**src/rtl/fpga2cpu_dma_mq.sv**
```systemverilog
// Multi-queue FPGA-to-CPU DMA: turns ring_buffer transfer requests into WRDM descriptors.
// Optional FPGA2CPU_MQ_WAIT_DONE_EN: hold completion until WRDM has read the last slot.
//
// state     | meaning
// IDLE      | ready for a request
// CHECK     | validate size, wait for CPU ring space
// DESC_LO   | data descriptor up to ring end (or whole transfer)
// DESC_HI   | wrapped remainder, starting at ring slot 0
// DONE      | publish new tail to host memory
// WAIT      | wait for WRDM to read the last FPGA slot
module fpga2cpu_dma_mq #(
  parameter int          NUM_Q          = 4,
  parameter int          RB_AWIDTH      = 12,
  parameter int          PDU_AWIDTH     = 12,
  parameter int          RB_BRAM_OFFSET = 0,
  parameter logic [31:0] EP_BASE_ADDR   = 32'h0004_0000,
  parameter logic [7:0]  DONE_ID        = 8'hFE,
  localparam int         QW             = (NUM_Q > 1) ? $clog2(NUM_Q) : 1
) (
  input  logic                       clk,
  input  logic                       rst_n,
  input  logic                       req_valid,
  output logic                       req_ready,
  input  logic [QW-1:0]              req_qid,
  input  logic [PDU_AWIDTH-1:0]      req_size,
  input  logic [PDU_AWIDTH-1:0]      req_base_addr,
  input  logic [NUM_Q*RB_AWIDTH-1:0] head,
  input  logic [NUM_Q*64-1:0]        kmem_addr,
  input  logic [NUM_Q*31-1:0]        rb_size,
  output logic [NUM_Q*RB_AWIDTH-1:0] out_tail,
  output logic                       wrdm_desc_valid,
  input  logic                       wrdm_desc_ready,
  output logic [173:0]               wrdm_desc_data,
  input  logic                       frb_read,
  input  logic [PDU_AWIDTH-1:0]      frb_address,
  input  logic                       frb_readvalid,
  output logic                       dma_done,
  output logic [QW-1:0]              dma_done_qid,
  output logic                       req_err
);

  typedef enum logic [2:0] {S_IDLE, S_CHECK, S_DESC_LO, S_DESC_HI, S_DONE, S_WAIT} state_t;

  state_t                state_q, state_d;
  logic [QW-1:0]         q_q;
  logic [PDU_AWIDTH-1:0] size_q, base_q;
  logic [RB_AWIDTH-1:0]  t_q;
  logic [31:0]           r_q;
  logic [63:0]           kmem_q;
  logic                  wrap_q;
  logic [RB_AWIDTH-1:0]  tail_q [NUM_Q];

  int          qi;
  logic [31:0] t_cur, h_cur, r_cur, size32, free_cur;
  logic        bad, fits, wrap_cur;

  assign qi = int'(q_q);

  // Space check runs on live head so a blocked request sees the consumer advance.
  always_comb begin
    t_cur    = 32'(tail_q[q_q]);
    h_cur    = 32'(head[qi*RB_AWIDTH +: RB_AWIDTH]);
    r_cur    = 32'(rb_size[qi*31 +: 31]);
    size32   = 32'(size_q);
    free_cur = (t_cur >= h_cur) ? r_cur - t_cur + h_cur - 32'd1 : h_cur - t_cur - 32'd1;
    bad      = (size32 == 32'd0) || (size32 > r_cur - 32'd1);
    fits     = free_cur >= size32;
    wrap_cur = (t_cur + size32) > r_cur;
  end

  logic [31:0]          t32, first_len, second_len, src_lo, src_hi, new_tail32;
  logic [63:0]          dst_lo, dst_hi;
  logic [RB_AWIDTH-1:0] new_tail;

  always_comb begin
    t32        = 32'(t_q);
    first_len  = wrap_q ? r_q - t32 : 32'(size_q);
    second_len = 32'(size_q) - (r_q - t32);
    src_lo     = EP_BASE_ADDR + ((32'(RB_BRAM_OFFSET) + 32'(base_q)) << 6);
    src_hi     = src_lo + ((r_q - t32) << 6);
    dst_lo     = kmem_q + (64'(t32 + 32'd1) << 6);
    dst_hi     = kmem_q + 64'd64;
    new_tail32 = (t32 + 32'(size_q) >= r_q) ? t32 + 32'(size_q) - r_q : t32 + 32'(size_q);
    new_tail   = RB_AWIDTH'(new_tail32);
  end

  function automatic logic [173:0] data_desc(input logic [31:0] len, input logic [63:0] dst,
                                             input logic [31:0] src);
    logic [17:0] len_field;
    len_field = 18'(len << 4);
    return {14'h0, 14'h0, len_field, dst, 32'h0, src};
  endfunction

  logic wait_exit, done_fire, unused_frb;

`ifdef FPGA2CPU_MQ_WAIT_DONE_EN
  // WRDM read data returns two cycles after the address, so compare the delayed address.
  logic [PDU_AWIDTH-1:0] addr_d1, addr_d2, last_addr;
  assign last_addr = base_q + size_q - PDU_AWIDTH'(1);
  always_ff @(posedge clk or negedge rst_n) begin
    if (!rst_n) begin
      addr_d1 <= '0;
      addr_d2 <= '0;
    end else begin
      addr_d1 <= frb_address;
      addr_d2 <= addr_d1;
    end
  end
  assign wait_exit  = frb_readvalid && (addr_d2 == last_addr);
  assign done_fire  = (state_q == S_WAIT) && wait_exit;
  assign unused_frb = frb_read;
`else
  assign wait_exit  = 1'b1;
  assign done_fire  = (state_q == S_DONE) && wrdm_desc_ready;
  assign unused_frb = ^{frb_read, frb_readvalid, frb_address};
`endif

  always_comb begin
    state_d         = state_q;
    wrdm_desc_valid = 1'b0;
    wrdm_desc_data  = '0;
    case (state_q)
      S_IDLE:  if (req_valid && req_ready) state_d = S_CHECK;
      S_CHECK: begin
        if (bad)       state_d = S_IDLE;
        else if (fits) state_d = S_DESC_LO;
      end
      S_DESC_LO: begin
        wrdm_desc_valid = 1'b1;
        wrdm_desc_data  = data_desc(first_len, dst_lo, src_lo);
        if (wrdm_desc_ready) state_d = wrap_q ? S_DESC_HI : S_DONE;
      end
      S_DESC_HI: begin
        wrdm_desc_valid = 1'b1;
        wrdm_desc_data  = data_desc(second_len, dst_hi, src_hi);
        if (wrdm_desc_ready) state_d = S_DONE;
      end
      S_DONE: begin
        wrdm_desc_valid = 1'b1;
        wrdm_desc_data  = {14'h0, DONE_ID, 3'b0, 1'b0, 1'b0, 1'b1, 18'd1, kmem_q, 32'h0,
                           32'(new_tail)};
        if (wrdm_desc_ready) begin
`ifdef FPGA2CPU_MQ_WAIT_DONE_EN
          state_d = S_WAIT;
`else
          state_d = S_IDLE;
`endif
        end
      end
      S_WAIT:  if (wait_exit) state_d = S_IDLE;
      default: state_d = S_IDLE;
    endcase
  end

  always_ff @(posedge clk or negedge rst_n) begin
    if (!rst_n) begin
      state_q      <= S_IDLE;
      req_ready    <= 1'b0;
      q_q          <= '0;
      size_q       <= '0;
      base_q       <= '0;
      t_q          <= '0;
      r_q          <= '0;
      kmem_q       <= '0;
      wrap_q       <= 1'b0;
      dma_done     <= 1'b0;
      dma_done_qid <= '0;
      req_err      <= 1'b0;
      for (int i = 0; i < NUM_Q; i++) tail_q[i] <= '0;
    end else begin
      state_q   <= state_d;
      req_ready <= (state_d == S_IDLE);
      req_err   <= (state_q == S_CHECK) && bad;
      dma_done  <= done_fire;
      if (done_fire) dma_done_qid <= q_q;
      if (state_q == S_IDLE && req_valid && req_ready) begin
        q_q    <= req_qid;
        size_q <= req_size;
        base_q <= req_base_addr;
      end
      // Snapshot ring parameters so descriptors stay stable while stalled.
      if (state_q == S_CHECK) begin
        t_q    <= tail_q[q_q];
        r_q    <= r_cur;
        kmem_q <= kmem_addr[qi*64 +: 64];
        wrap_q <= wrap_cur;
      end
      if (state_q == S_DONE && wrdm_desc_ready) tail_q[q_q] <= new_tail;
    end
  end

  for (genvar g = 0; g < NUM_Q; g++) begin : g_tail
    assign out_tail[g*RB_AWIDTH +: RB_AWIDTH] = tail_q[g];
  end

endmodule

```
**config.mk**
```make
export PLATFORM = sky130hd
export DESIGN_NAME = fpga2cpu_dma_mq
export DESIGN_NICKNAME = d
export VERILOG_FILES = /design/src/rtl/fpga2cpu_dma_mq.sv
export SDC_FILE = /design/constraint.sdc
export NUM_CORES = 1
export LEC_CHECK = 0
export BUFFER_PORTS_ARGS = -buffer_cell sky130_fd_sc_hd__buf_2
export CORE_AREA = 2 2 270 272
export DETAILED_ROUTE_END_ITERATION = 12
export DIE_AREA = 0 0 272 274
export SLEW_MARGIN = 20
export SYNTH_ARGS = -nofsm -noshare
export SYNTH_HDL_FRONTEND = slang
export SYNTH_SLANG_ARGS = --single-unit
```
**constraint.sdc**
```tcl
create_clock -name clk -period 6.45 [get_ports clk]
set_input_delay 0.9675 -clock clk [delete_from_list [all_inputs] [get_ports clk]]
set_output_delay 0.9675 -clock clk [all_outputs]
set_load 0.005 [all_outputs]
```
=== Yosys cells after proc, flatten, opt, wreduce, memory -nomap -nowiden ===
Index checks and enable logic that the tools add are counted.

* Reduce and logical (&&, ||, !) cells: 11
* Eq/ne operators: 4
* Multiplexer cells: 19
* $mul: 2
* Bitwise logic cells: 1
* $add $sub $neg: 16
* Shifts and indexed selects: 3
* $lt $le $gt $ge: 7

{| class="wikitable"
|+ Operators by type and width
! operator !! count
|-
| 160-bit case mux with 3 select lines || 1
|-
| 256-bit by 9-bit indexed part select with 64-bit output || 1
|-
| 124-bit by 8-bit indexed part select with 31-bit output || 1
|-
| 64-bit by 19-bit adder with 64-bit output || 1
|-
| 64-bit by 7-bit adder with 64-bit output, second input constant || 1
|-
| 48-bit bitwise mux || 1
|-
| 12-bit two-way mux || 4
|-
| 48-bit by 7-bit indexed part select with 12-bit output || 1
|-
| 20-bit by 32-bit adder with 32-bit output || 1
|-
| 32-bit by 12-bit adder with 32-bit output || 1
|-
| 32-bit by 12-bit greater-or-equal comparator with 1-bit output || 1
|-
| 12-bit by 32-bit greater-than comparator with 1-bit output || 1
|-
| 32-bit two-way mux || 1
|-
| 31-bit by 1-bit subtractor with 32-bit output, second input constant || 1
|-
| 31-bit by 12-bit subtractor with 32-bit output || 1
|-
| 32-bit by 1-bit subtractor with 32-bit output, second input constant || 1
|-
| 13-bit by 31-bit greater-or-equal comparator with 1-bit output || 1
|-
| 13-bit by 31-bit greater-than comparator with 1-bit output || 1
|-
| 12-bit by 12-bit adder with 13-bit output || 2
|-
| 26-bit by 12-bit subtractor with 26-bit output || 1
|-
| 12-bit binary-select mux with 2-bit select || 1
|-
| 12-bit demux with 2-bit select || 1
|-
| 3-bit two-way mux || 7
|-
| 19-bit by 18-bit adder with 20-bit output, first input constant || 1
|-
| other kinds (22) || 29
|}

* Flip-flop bits (word level): 190
* Word-level logic and storage cells: 79
* Output and inout bits: 228
* Bits of input ports: 472

=== Logic depth before layout (Yosys ltp) ===
* Depth after elaboration: 13
* Gate-level depth with buffers: 31
* Depth with buffers taken out: 25

=== Worst setup path before layout ===
Ideal clock, no wire load.

* Kind: register to register
* Start point: register q_q[0]
* End point: register state_q[1]
* Buffers on the path: 6
* Arrival: 6.948 ns
* Stages on the path, launching flop included: 31
* Setup slack: -0.634 ns
* Path through: dfrtp_1 -> buf_6 -> buf_8 -> buf_4 -> buf_1 -> clkbuf_1 -> clkbuf_1 -> mux4_2 -> inv_1 -> ha_1 -> inv_1 -> fa_1 -> a211oi_1 -> nor2_1 -> xor2_1 -> nor3_1 -> nor3b_1 -> nand2_1 -> o22ai_1 -> o21ai_0 -> xnor2_1 -> a21oi_1 -> ha_1 -> a22oi_1 -> o2111ai_1 -> o221ai_1 -> a21boi_0 -> o2111ai_1 -> or4_1 -> nor4_1 -> o21ai_0

* Cells in the longest elaborated chain, start to end: 12

{| class="wikitable"
|+ Ends and longest elaborated chain
! what !! RTL line !! text
|-
| start: declaration || 45 || <nowiki>logic [QW-1:0] q_q;</nowiki>
|-
| start signal: assignment || 177 || <nowiki>q_q <= req_qid;</nowiki>
|-
| branches (longest 10 deep; another with 31-bit by 12-bit subtractor with 32-bit output) || -- ||
|-
| 3-bit two-way mux * || 125 || <nowiki>if (bad) state_d = S_IDLE;</nowiki>
|-
| 3-bit case mux with 5 select lines * || 122 || <nowiki>case (state_q)</nowiki>
|-
| via state_d[1] || 44 || <nowiki>state_t state_q, state_d;</nowiki>
|-
| end signal: assignment || 171 || <nowiki>state_q <= state_d;</nowiki>
|-
| end: declaration || 44 ||
|}

Mark *: on every way through the listed nets, which the timed path passes. The select of a mux whose other input is x is not followed.
A chain may end at the register's enable or synchronous reset.

=== Worst setup path in the final report ===
* Start point: register r_q[0]
* End point: output wrdm_desc_data[31]

* Cells in the longest elaborated chain, start to end: 3

{| class="wikitable"
|+ Ends and longest elaborated chain
! what !! RTL line !! text
|-
| start: declaration || 48 || <nowiki>logic [31:0] r_q;</nowiki>
|-
| start signal: assignment || 184 || <nowiki>r_q <= r_cur;</nowiki>
|-
| 26-bit by 12-bit subtractor with 26-bit output || 80 || <nowiki>src_hi = src_lo + ((r_q - t32) << 6);</nowiki>
|-
| 20-bit by 32-bit adder with 32-bit output || 80 ||
|-
| 160-bit case mux with 3 select lines || 122 ||
|-
| end: declaration || 33 || <nowiki>output logic [173:0] wrdm_desc_data,</nowiki>
|}

Every way passes these cells.

==> results.md <==
- Status: completed
- Worst EP arrival: about 5200 ps
- Vias in the first global route: 21427
- Share of cells above drive strength 1: 0.312
- P&R area growth vs syn: 22.6%
- Full die area: approximately 75000 µm²
- CP max stage delay: between 400 and 500 ps
- Synth warnings: 0
- Share of the synthesized area in the top cell type: 0.212
- Most frequent cells in the layout: buf_2 (629), o21ai_0 (265), nand2_1 (232), nor2_1 (194), inv_1 (193)
- Part of the cycle the worst path needs: 0.954
- Detail Route Antenna Nets: 0
- Startpoint Class: register
- Nets: 3910
- DR vias: 22848
- Min-Delay Path Class: in2async
- Cell Rows: 99
- Slew Limit Headroom: 0.367
- Asr flop ratio synth: 1.00
- Final setup violation count: 0
- Most common cell after layout, fill and taps aside: buf_2
- Total track usage: 0.241
- Area leader, netlist: dfrtp_1
- Layout Utilization: 0.383
- Placeable Area: around 72000 µm²
- Total CTS buffers: 17
- Most used flip-flop cell after synthesis: dfrtp_1
- Largest net degree at the start of global routing: around 110
- Clock-pin slew on the worst setup and hold paths: ~100 ps
- Clock Sinks: between 150 and 200
- Total congestion overflow: 0
- Period minus WS final: 6160 ps
- Mapped Cells: 2634
- Syn Std Cell Area: 22500 µm²
- Yosys reg bits: 190
- Port bufs: 630
- Worst setup path class: reg2out
- Critical Path Sink Type: output port
- Req. time, crit path: roughly 5500 ps
- H-tree levels: 4
- Die Wd: about 270 µm
- CTS tree: yes
- Wirelength, routed: 92.9 mm
- Slowest-stage cell, CP: or4_1
- Top cells by area, synth: dfrtp_1 (21%), mux4_2 (11%), ha_1 (11%)
- Endpoints failing hold: 0
- First drt pass iteration count: 7
- Initial Utilization: 0.312
- Initial DRC Count: between 1500 and 2000
- Count of cell types in the netlist: 85
- Worst-skew pair later-pin latency: slightly above 500 ps
- Worst-margin pin slew: roughly 940 ps
- DP Wirelength: approximately 77 mm
- CTS max path bufs: 2
- Remaining DRCs: 0
- Cell mode on critical path: inv_1
- First-pass GRT wire length: 134 mm
- Vias per cell: between 5 and 6
- Avg Cell Area, Syn: around 8.5 µm²
- Max-slew violation count: 0
- Fmax: approximately 160 MHz
- Sequential area share after synthesis: 0.212
- Wirelength per Cell: 22.1 µm
- Crit path cell chain: inv_1, ha_1, inv_1, fa_1, a21o_1, a21oi_4, o21bai_1, a21oi_2, o21bai_1, a21oi_2, xor2_2, inv_1, ha_4, and3_1, a2111oi_0, o211ai_1, a21bo_2, a221o_1, or4_1, and3_1, buf_2
- Initial antenna violation count: 16
- EDFF count, synth: 0
- I/O pin count: 700
- CTS root buf: clkbuf_16
- Chip height: around 270 µm
- Critical path fanouts, max: 5
- Layout Skew: about 22 ps
- Max Cap Viol: 0
- RD Place Congestion: around 0.94
==> logic make-up after synthesis <==
logic type                 share of synthesized area
muxes                                          0.173
adders and majority gates                      0.126
xor gates and xnor gates                      0.0530
DFF                                            0.212
other                                       0.000167
buffers and inverters                         0.0786
AOI/OAI and AO/OA                              0.188
and+or+nand+nor                                0.170
==> critical path, delay by kind of cell (launching register included) <==
family          cells  cell delay [ps]
compound gates     10             1980
fa+ha+maj           3              870
xor+xnor            1              210
buf+inv             4              390
simple gates        3              820
flops               1              390
==> what timing repair did <==
action	4_1_cts	5_1_grt
resized for setup	9	22
buffers inserted	2	2
setup endpoints to repair	12	17
pin swaps	1	5
hold endpoints to repair	0	0
hold buffers	0	0
==> state kept, by name, indices dropped and copies added (netlist names) <==
register	count
base_q	12
dma_done	1
dma_done_qid	2
kmem_q	64
out_tail	48
q_q	2
r_q	31
req_err	1
req_ready	1
size_q	12
state_q	3
t_q	12
wrap_q	1
==> cell usage after synthesis (20+ instances only) <==
cell / number
o21ai_0: 269
nand2_1: 232
nor2_1: 195
inv_1: 194
ha_1: 192
dfrtp_1: 190
a21oi_1: 134
clkbuf_1: 109
mux4_2: 109
xnor2_1: 96
mux2_2: 90
nand3_1: 69
buf_4: 64
nor3_1: 59
nand4_1: 50
xor2_1: 40
a211oi_1: 36
a21o_1: 31
a31oi_1: 31
o31ai_1: 31
nor4_1: 30
and3_1: 25
or3_1: 24
o21a_1: 22
buf_1: 21
fa_1: 21
mux2i_1: 20
nor2b_1: 20
==> cell type report <==
cell class,instances,area [µm²]
antenna,5,12.5
clock buffer,17,425
clock inverter,15,215
fill,7447,44400
inverter,194,728
multi-input combinational,2104,16300
sequential,190,4760
tap,959,1200
timing repair buffer,718,3860
==> layer usage <==
metal	vias to the layer above	global-route usage	routed length (µm)
li1	10745	-	-
met1	11064	0.284	36500
met2	881	0.439	47400
met3	150	0.0359	5330
met4	8	0.0954	3620
met5	-	0	59
==> final timing paths <==
path	end	cells after the start	slack (ps)	start
worst min-delay path	kmem_q[8]	1	480	rst_n
max in group asynchronous	t_q[0]	2	4800	rst_n
worst max register to register	state_q[1]	23	320	q_q[0]
worst max-delay path	wrdm_desc_data[31]	21	290	r_q[0]
min in group clk	r_q[30]	2	480	r_q[30]
worst min register to register	r_q[30]	2	480	r_q[30]
==> metrics by stage <==
| stage | cells | area [µm²] | hold WS (ps) | setup WS [ps] | TNS (ps) |
|---|---|---|---|---|---|
| finish | 4202 | 27500 | 484 | 294 | 0 |
| global route | 4200 | 27500 | 516 | -1.11 | -1.11 |
| CTS | 4195 | 27400 | 490 | 53.5 | 0 |
| detailed placement | 4161 | 26700 | 470 | -5.14 | -5.14 |
| global placement | 4161 | 26700 | 458 | 15.5 | 0 |
| floorplan | 2688 | 22700 | 451 | 25.5 | 0 |
Power is not shown: default switching activity piles up to over one toggle a cycle in this logic, so the estimate is an artifact.
